File: src/rtl/td4_pkg.sv
// Shared TD4 definitions: widths, opcodes, sequencer FSM states.
// Used by the sequencer, its PC register and the decode stage.
package td4_pkg;

  localparam int DATA_W = 4;
  localparam int ADDR_W = 4;
  localparam int INST_W = 8;

  localparam logic [3:0] OP_JNC = 4'b1110;
  localparam logic [3:0] OP_JMP = 4'b1111;

  typedef enum logic [2:0] {
    ST_IDLE      = 3'd0,
    ST_FETCH     = 3'd1,
    ST_DECODE    = 3'd2,
    ST_EXECUTE   = 3'd3,
    ST_WRITEBACK = 3'd4,
    ST_HALT      = 3'd5
  } state_e;

  function automatic logic is_jump(input logic [3:0] op);
    return (op == OP_JMP) || (op == OP_JNC);
  endfunction

endpackage

File: src/rtl/td4_pc.sv
// TD4 program counter: 4-bit register, load or mod-16 increment.
// Load takes priority over increment.
module td4_pc
  import td4_pkg::*;
(
  input  logic              clk,
  input  logic              rst,
  input  logic              load,
  input  logic [ADDR_W-1:0] load_val,
  input  logic              inc,
  output logic [ADDR_W-1:0] pc
);

  logic [ADDR_W-1:0] pc_q;
  logic [ADDR_W-1:0] pc_d;

  always_comb begin
    pc_d = pc_q;
    if (load)
      pc_d = load_val;
    else if (inc)
      pc_d = pc_q + 4'd1;
  end

  always_ff @(posedge clk or negedge rst) begin
    if (!rst)
      pc_q <= '0;
    else
      pc_q <= pc_d;
  end

  assign pc = pc_q;

endmodule

File: src/rtl/td4_sequencer.sv
// TD4 control sequencer: fetch/decode/execute/writeback, carry, branches.
// Optional jump-to-self halt detection: define TD4_HALT_DETECT_EN.
module td4_sequencer
  import td4_pkg::*;
(
  input  logic              clk,
  input  logic              rst,
  input  logic              run,
  input  logic [INST_W-1:0] rom_data,
  input  logic              carry_in,
  output logic [ADDR_W-1:0] rom_addr,
  output logic [INST_W-1:0] inst,
  output logic              dec_valid,
  output logic              wb_en,
  output logic [ADDR_W-1:0] pc,
  output logic              carry,
  output logic              halted,
  output logic [2:0]        state
);

  state_e            state_q, state_d;
  logic [INST_W-1:0] inst_q, inst_d;
  logic              dv_q, dv_d;
  logic              wb_q, wb_d;
  logic              carry_q, carry_d;
  logic              csamp_q, csamp_d;
  logic              taken_q, taken_d;
  logic              halted_q, halted_d;

  logic [3:0]        op;
  logic [3:0]        imm;
  logic              is_jmp;
  logic              is_jnc;
  logic              pc_load;
  logic              pc_inc;
  logic [ADDR_W-1:0] pc_w;

  assign op     = inst_q[7:4];
  assign imm    = inst_q[3:0];
  assign is_jmp = (op == OP_JMP);
  assign is_jnc = (op == OP_JNC);

`ifdef TD4_HALT_DETECT_EN
  logic self_jmp;
  assign self_jmp = is_jmp && (imm == pc_w);
`endif

  always_comb begin
    state_d  = state_q;
    inst_d   = inst_q;
    dv_d     = 1'b0;
    wb_d     = 1'b0;
    carry_d  = carry_q;
    csamp_d  = csamp_q;
    taken_d  = taken_q;
    halted_d = halted_q;
    pc_load  = 1'b0;
    pc_inc   = 1'b0;
    unique case (state_q)
      ST_IDLE: begin
        if (run)
          state_d = ST_FETCH;
      end
      ST_FETCH: begin
        inst_d  = rom_data;
        state_d = ST_DECODE;
      end
      ST_DECODE: begin
        dv_d    = 1'b1;
        state_d = ST_EXECUTE;
      end
      ST_EXECUTE: begin
        csamp_d = carry_in;
        // JNC looks at the flag left by the previous instruction
        taken_d = is_jmp | (is_jnc & ~carry_q);
        state_d = ST_WRITEBACK;
      end
      ST_WRITEBACK: begin
        wb_d    = ~is_jump(op);
        carry_d = is_jump(op) ? 1'b0 : csamp_q;
        pc_load = taken_q;
        pc_inc  = ~taken_q;
        state_d = run ? ST_FETCH : ST_IDLE;
`ifdef TD4_HALT_DETECT_EN
        if (self_jmp) begin
          state_d  = ST_HALT;
          halted_d = 1'b1;
        end
`endif
      end
      ST_HALT: begin
        state_d = ST_HALT;
      end
      default: begin
        state_d = ST_IDLE;
      end
    endcase
  end

  always_ff @(posedge clk or negedge rst) begin
    if (!rst) begin
      state_q  <= ST_IDLE;
      inst_q   <= '0;
      dv_q     <= 1'b0;
      wb_q     <= 1'b0;
      carry_q  <= 1'b0;
      csamp_q  <= 1'b0;
      taken_q  <= 1'b0;
      halted_q <= 1'b0;
    end else begin
      state_q  <= state_d;
      inst_q   <= inst_d;
      dv_q     <= dv_d;
      wb_q     <= wb_d;
      carry_q  <= carry_d;
      csamp_q  <= csamp_d;
      taken_q  <= taken_d;
      halted_q <= halted_d;
    end
  end

  td4_pc u_pc (
    .clk      (clk),
    .rst      (rst),
    .load     (pc_load),
    .load_val (imm),
    .inc      (pc_inc),
    .pc       (pc_w)
  );

  assign rom_addr  = pc_w;
  assign pc        = pc_w;
  assign inst      = inst_q;
  assign dec_valid = dv_q;
  assign wb_en     = wb_q;
  assign carry     = carry_q;
  assign halted    = halted_q;
  assign state     = state_q;

endmodule

File: config.mk
export PLATFORM = sky130hd
export DESIGN_NAME = td4_sequencer
export DESIGN_NICKNAME = d
export VERILOG_FILES = /design/src/rtl/td4_pkg.sv /design/src/rtl/td4_pc.sv /design/src/rtl/td4_sequencer.sv
export SDC_FILE = /design/constraint.sdc
export NUM_CORES = 1
export LEC_CHECK = 0
export CAP_MARGIN = 20
export CORE_MARGIN = 5
export CORE_UTILIZATION = 45
export DETAILED_ROUTE_END_ITERATION = 8
export PLACE_DENSITY = 0.82
export SETUP_SLACK_MARGIN = 0.05
export SYNTH_ARGS = -nofsm -noshare
export SYNTH_HDL_FRONTEND = slang
export SYNTH_SLANG_ARGS = --single-unit
export TNS_END_PERCENT = 100
File: constraint.sdc
create_clock -name clk -period 4.6 [get_ports clk]
set_clock_uncertainty 0.05 [all_clocks]
set_input_delay 0.92 -clock clk [delete_from_list [all_inputs] [get_ports clk]]
set_output_delay 0.92 -clock clk [all_outputs]
set_load 0.05 [all_outputs]
# [Word level (Yosys, flattened, before mapping)]
# Index checks and enable logic that the tools add are counted.
[totals] regBits=20 wordCells=35
[classes] mux=10 addsub=1 n_eq_ne=8 n_bitwise=5 n_reduce_logical=3
[ops] operator="case mux 3 bit (6 select lines)" n=1
[ops] operator="equality test 4 bit (second input constant)" n=2
[ops] operator="2-to-1 mux 4 bit" n=2
[ops] operator="equality test 3 x 2 -> 1 bit (second input constant)" n=2
[ops] operator="equality test 3 bit (second input constant)" n=2
[ops] operator="2-to-1 mux 1 bit" n=6
[ops] operator="adder 4 x 1 -> 4 bit (second input constant)" n=1
[ops] operator="equality test 3 x 1 -> 1 bit (second input constant)" n=1
[ops] operator="logical NOT 3 bit" n=1
[ops] operator="2-to-1 mux 3 bit" n=1
[ops] operator="inverter 1 bit" n=3
[ops] operator="inequality test 2 bit (second input constant)" n=1
[ops] operator="nonzero test 2 bit" n=1
[ops] operator="AND 1 bit" n=1
[ops] operator="logical OR 1 bit" n=1
[ops] operator="bitwise OR 1 bit" n=1

# [Longest topological paths before layout]
[depth] depth_word=4 depth_mapped=5

# [Cells and area by module]
# From an unflattened synthesis, not the netlist that was laid out.
[hier_totals] cells_unflattened=70 area_unflattened_um2=914.6
[modules_own_cells] module="td4_sequencer" seq_area_each_um2=400.4 cells_each=52 n_inst=1 area_per_inst_um2=711.9
[modules_own_cells] module="td4_pc" seq_area_each_um2=100.1 cells_each=18 n_inst=1 area_per_inst_um2=202.7

# [Least setup slack after synthesis]
# No wires, ideal clock.
[synth_timing] path_kind="register -> output" start="reg u_pc.pc_q[0], in the netlist u_pc.pc[0]" end="out rom_addr[0]" n_path_buf=1 stages_incl_launch_ff=2 setup_slack_ps=2668 arrival_time_ps=962 t_required_ps=3630 path_cell_list="dfrtp_1 > buf_4"
[synth_rtl] element="from (decl)" line_no="td4_pc.sv:14" text="logic [ADDR_W-1:0] pc_q;"
[synth_rtl] element="from (signal assigned)" line_no="td4_pc.sv:29" text="pc_q <= pc_d;"
[synth_rtl] element="to (decl)" line_no="td4_sequencer.sv:11" text="output logic [ADDR_W-1:0] rom_addr,"
# No word-level cell between the ends.

# [Worst setup path after layout]
[layout_timing] start="reg state_q[1], in the netlist state[1]" end="out state[1]"
[layout_rtl] element="from (decl)" line_no="td4_sequencer.sv:21" text="state_e state_q, state_d;"
[layout_rtl] element="from (signal assigned)" line_no="td4_sequencer.sv:111" text="state_q <= state_d;"
[layout_rtl] element="to (decl)" line_no="td4_sequencer.sv:18" text="output logic [2:0] state"
# No word-level cell between the ends.

==> run summary <==
status: finished, final reports clean
number of I/O port buffers: 33
XOR/XNOR Fraction of Synth Area: 1.93%
main combinational cell family by area after synthesis: simple AND/OR/NAND/NOR gates
unrepaired setup endpoints after global routing: no
drt drc: 0
Syn Area/Cell: 11.9 um2
largest net degree at the start of global routing: 21
Syn-to-layout area delta: 35.4%
number of distinct library cells after synthesis: 29
Hold-fix buffers, CTS: 0
site row count: 16
Final Hold Fails: 0
Simple-Gate Fraction of Synth Area: 14.6%
Setup violations, final: 0
FMAX: 381 MHz
gpl congestion: 0.773
clk sinks: 20
Net Count, Synth: 89
Max stage delay on crit path: 0.86 ns
crit start category: flip-flop
Synth Flop Type: dfrtp_1
cts repair resizes: 0
cts bufs inserted: 3
Total Nets Final: 118
Cells after Synth: 76
mux cell area share after synthesis: 12.3%
#FFs+latches synth: 20
Starting Density: 46.6%
first-pass GRT wire length: 3070 um
DPL Wire Length: 1380 um
Synth Area in Compound Gates: 6.77%
num ports: 35
CORE AREA: 1940 um2
DRT Wirelength: 1840 um
YS warnings: 0
Critical Path Fanout Max: 9
root buffer cell: clkbuf_4
vias per cell: 5.08
Slew HR: 41.7%
worst-path cell chain: clkdlybuf4s50_1
max-cap check violation count: 0
CTS tree: done
Setup TNS Final: 0 ns
CP Buf/Inv Count: 1
Worst-path clk slew: 0.10 ns
arrival time worst endpoint: 1.65 ns
Critical Path RT: 3.63 ns
ANT cells: 0
vias in the first global route: 663
number of DRC markers in iteration 0: 2
minimum clock period: 2.62 ns
Least-Margin Pin Slew: 0.872 ns
fraction of layout cells with a size suffix above 1: 13.6%
Avg WL per Cell: 14.2 um
Syn Std Cell Area: 906 um2
Post-CTS Setup Repair Bufs: 0
H-tree depth: 1
Final period util: 57.0%
register area share after synthesis: 55.2%
Fillers: 179
initial antenna violation count: 0
GRT overflow: 0
ANT nets after route: 0
Post-synth ARST share: 100%
Die Span X: 54.9 um
Clk Latency, worst-skew pair: 0.29 ns
DR pass1 iterations: 4
Top delay family on crit path: buffers and inverters
area of the die: 3010 um2
critical setup path kind: flip-flop to output port
number of synthesized flops with an enable pin: 0
Tot GR Track Use: 14.5%
clock buffer depth: 2
Worst path slowest cell: clkdlybuf4s50_1
max-slew violations: 0
Hold Path Class: flip-flop to flip-flop
Adder-Cell Fraction of Synth Area: 1.38%
Die H: 54.9 um
routed via count: 661
Worst setup EP type: output port
[final cells by class]
| cell class | instances | area [um2] | area share [%] |
|---|---|---|---|
| Timing Repair Buffer | 33 | 330 | 26.9 |
| Sequential cell | 20 | 500 | 40.8 |
| Clock buffer | 3 | 22.5 | 1.84 |
| Multi-Input combinational cell | 47 | 339 | 27.7 |
| Tap cell | 27 | 33.8 | 2.76 |
[cell families (layout without fill, tap and decap cells)]
group | Yosys count | count (layout)
muxes | 10 | 10
xor gates and xnor gates | 2 | 2
DFF | 20 | 20
buffers and inverters | 9 | 36
adders and majority gates | 1 | 1
AOI/OAI and AO/OA | 10 | 10
other | 1 | 1
and+or+nand+nor | 23 | 23
[state kept, by name (all words and copies together) (netlist names)]
signal	cells
state	3
carry	1
u_pc.pc	4
taken_q	1
wb_en	1
dec_valid	1
inst	8
csamp_q	1
[worst paths after layout]
path / start / to / slack [ns] / cells past startpoint
max: state[1] / state[1] / 1.98 / 1
min: csamp_q / carry / 0.46 / 1
max reg2reg: state[1] / u_pc.pc[3] / 2.84 / 3
min reg2reg: csamp_q / carry / 0.46 / 1
max in group asynchronous: rst / u_pc.pc[1] / 2.91 / 1
min in group asynchronous: rst / inst[3] / 1.06 / 1
[metrics by stage]
step / hold slack (ns) / setup WS (ns) / utilization (%) / cell area, um2 / instances
after floorplan: 0.410 / 2.67 / - / 906 / 76
after global placement: 0.430 / 2.33 / 62.0 / 1200 / 127
after detailed placement: 0.443 / 2.30 / 62.0 / 1200 / 127
after CTS: 0.476 / 1.96 / 63.1 / 1230 / 130
after global routing: 0.510 / 1.89 / 63.1 / 1230 / 130
final: 0.464 / 1.98 / 63.1 / 1230 / 130
[cells in the final DEF (no fill, tap or decap)]
| master | n |
|---|---|
| a211oi_1 | 1 |
| a21oi_1 | 2 |
| a22o_1 | 1 |
| a22oi_1 | 1 |
| and2_1 | 1 |
| and2b_1 | 1 |
| and2b_2 | 1 |
| clkbuf_4 | 3 |
| clkdlybuf4s50_1 | 33 |
| conb_1 | 1 |
| dfrtp_1 | 20 |
| ha_1 | 1 |
| mux2_2 | 9 |
| mux2i_1 | 1 |
| nand2_1 | 4 |
| nand3_1 | 3 |
| nand3b_1 | 1 |
| nor2_1 | 3 |
| nor2b_1 | 3 |
| nor3_1 | 1 |
| nor3b_1 | 2 |
| o21ai_0 | 4 |
| o31ai_1 | 1 |
| or2_2 | 1 |
| or3b_1 | 1 |
| or4_1 | 1 |
| xnor2_1 | 1 |
| xor2_1 | 1 |
[cells in the mapped netlist (all sizes together) (2+ instances only)]
cell,count,area (um2)
a21oi,2,10.0
mux2,9,101
o21ai,4,20.0
nand2,4,15.0
nor2,3,11.3
and2b,2,16.3
nand3,3,15.0
dfrtp,20,500
buf,9,66.3
nor2b,3,18.8
nor3b,2,15.0
[routing by layer]
layer / global-route usage [%] / vias up / wire [um]
met4: 6.22 / 0 / 25
met1: 18.1 / 324 / 783
li1: - / 309 / -
met2: 23.8 / 24 / 909
met5: 0 / - / 0
met3: 3.27 / 4 / 124
Power is left out: the tool's default activity adds up to more than one toggle a clock period on the data nets, which glitch-free logic cannot reach.
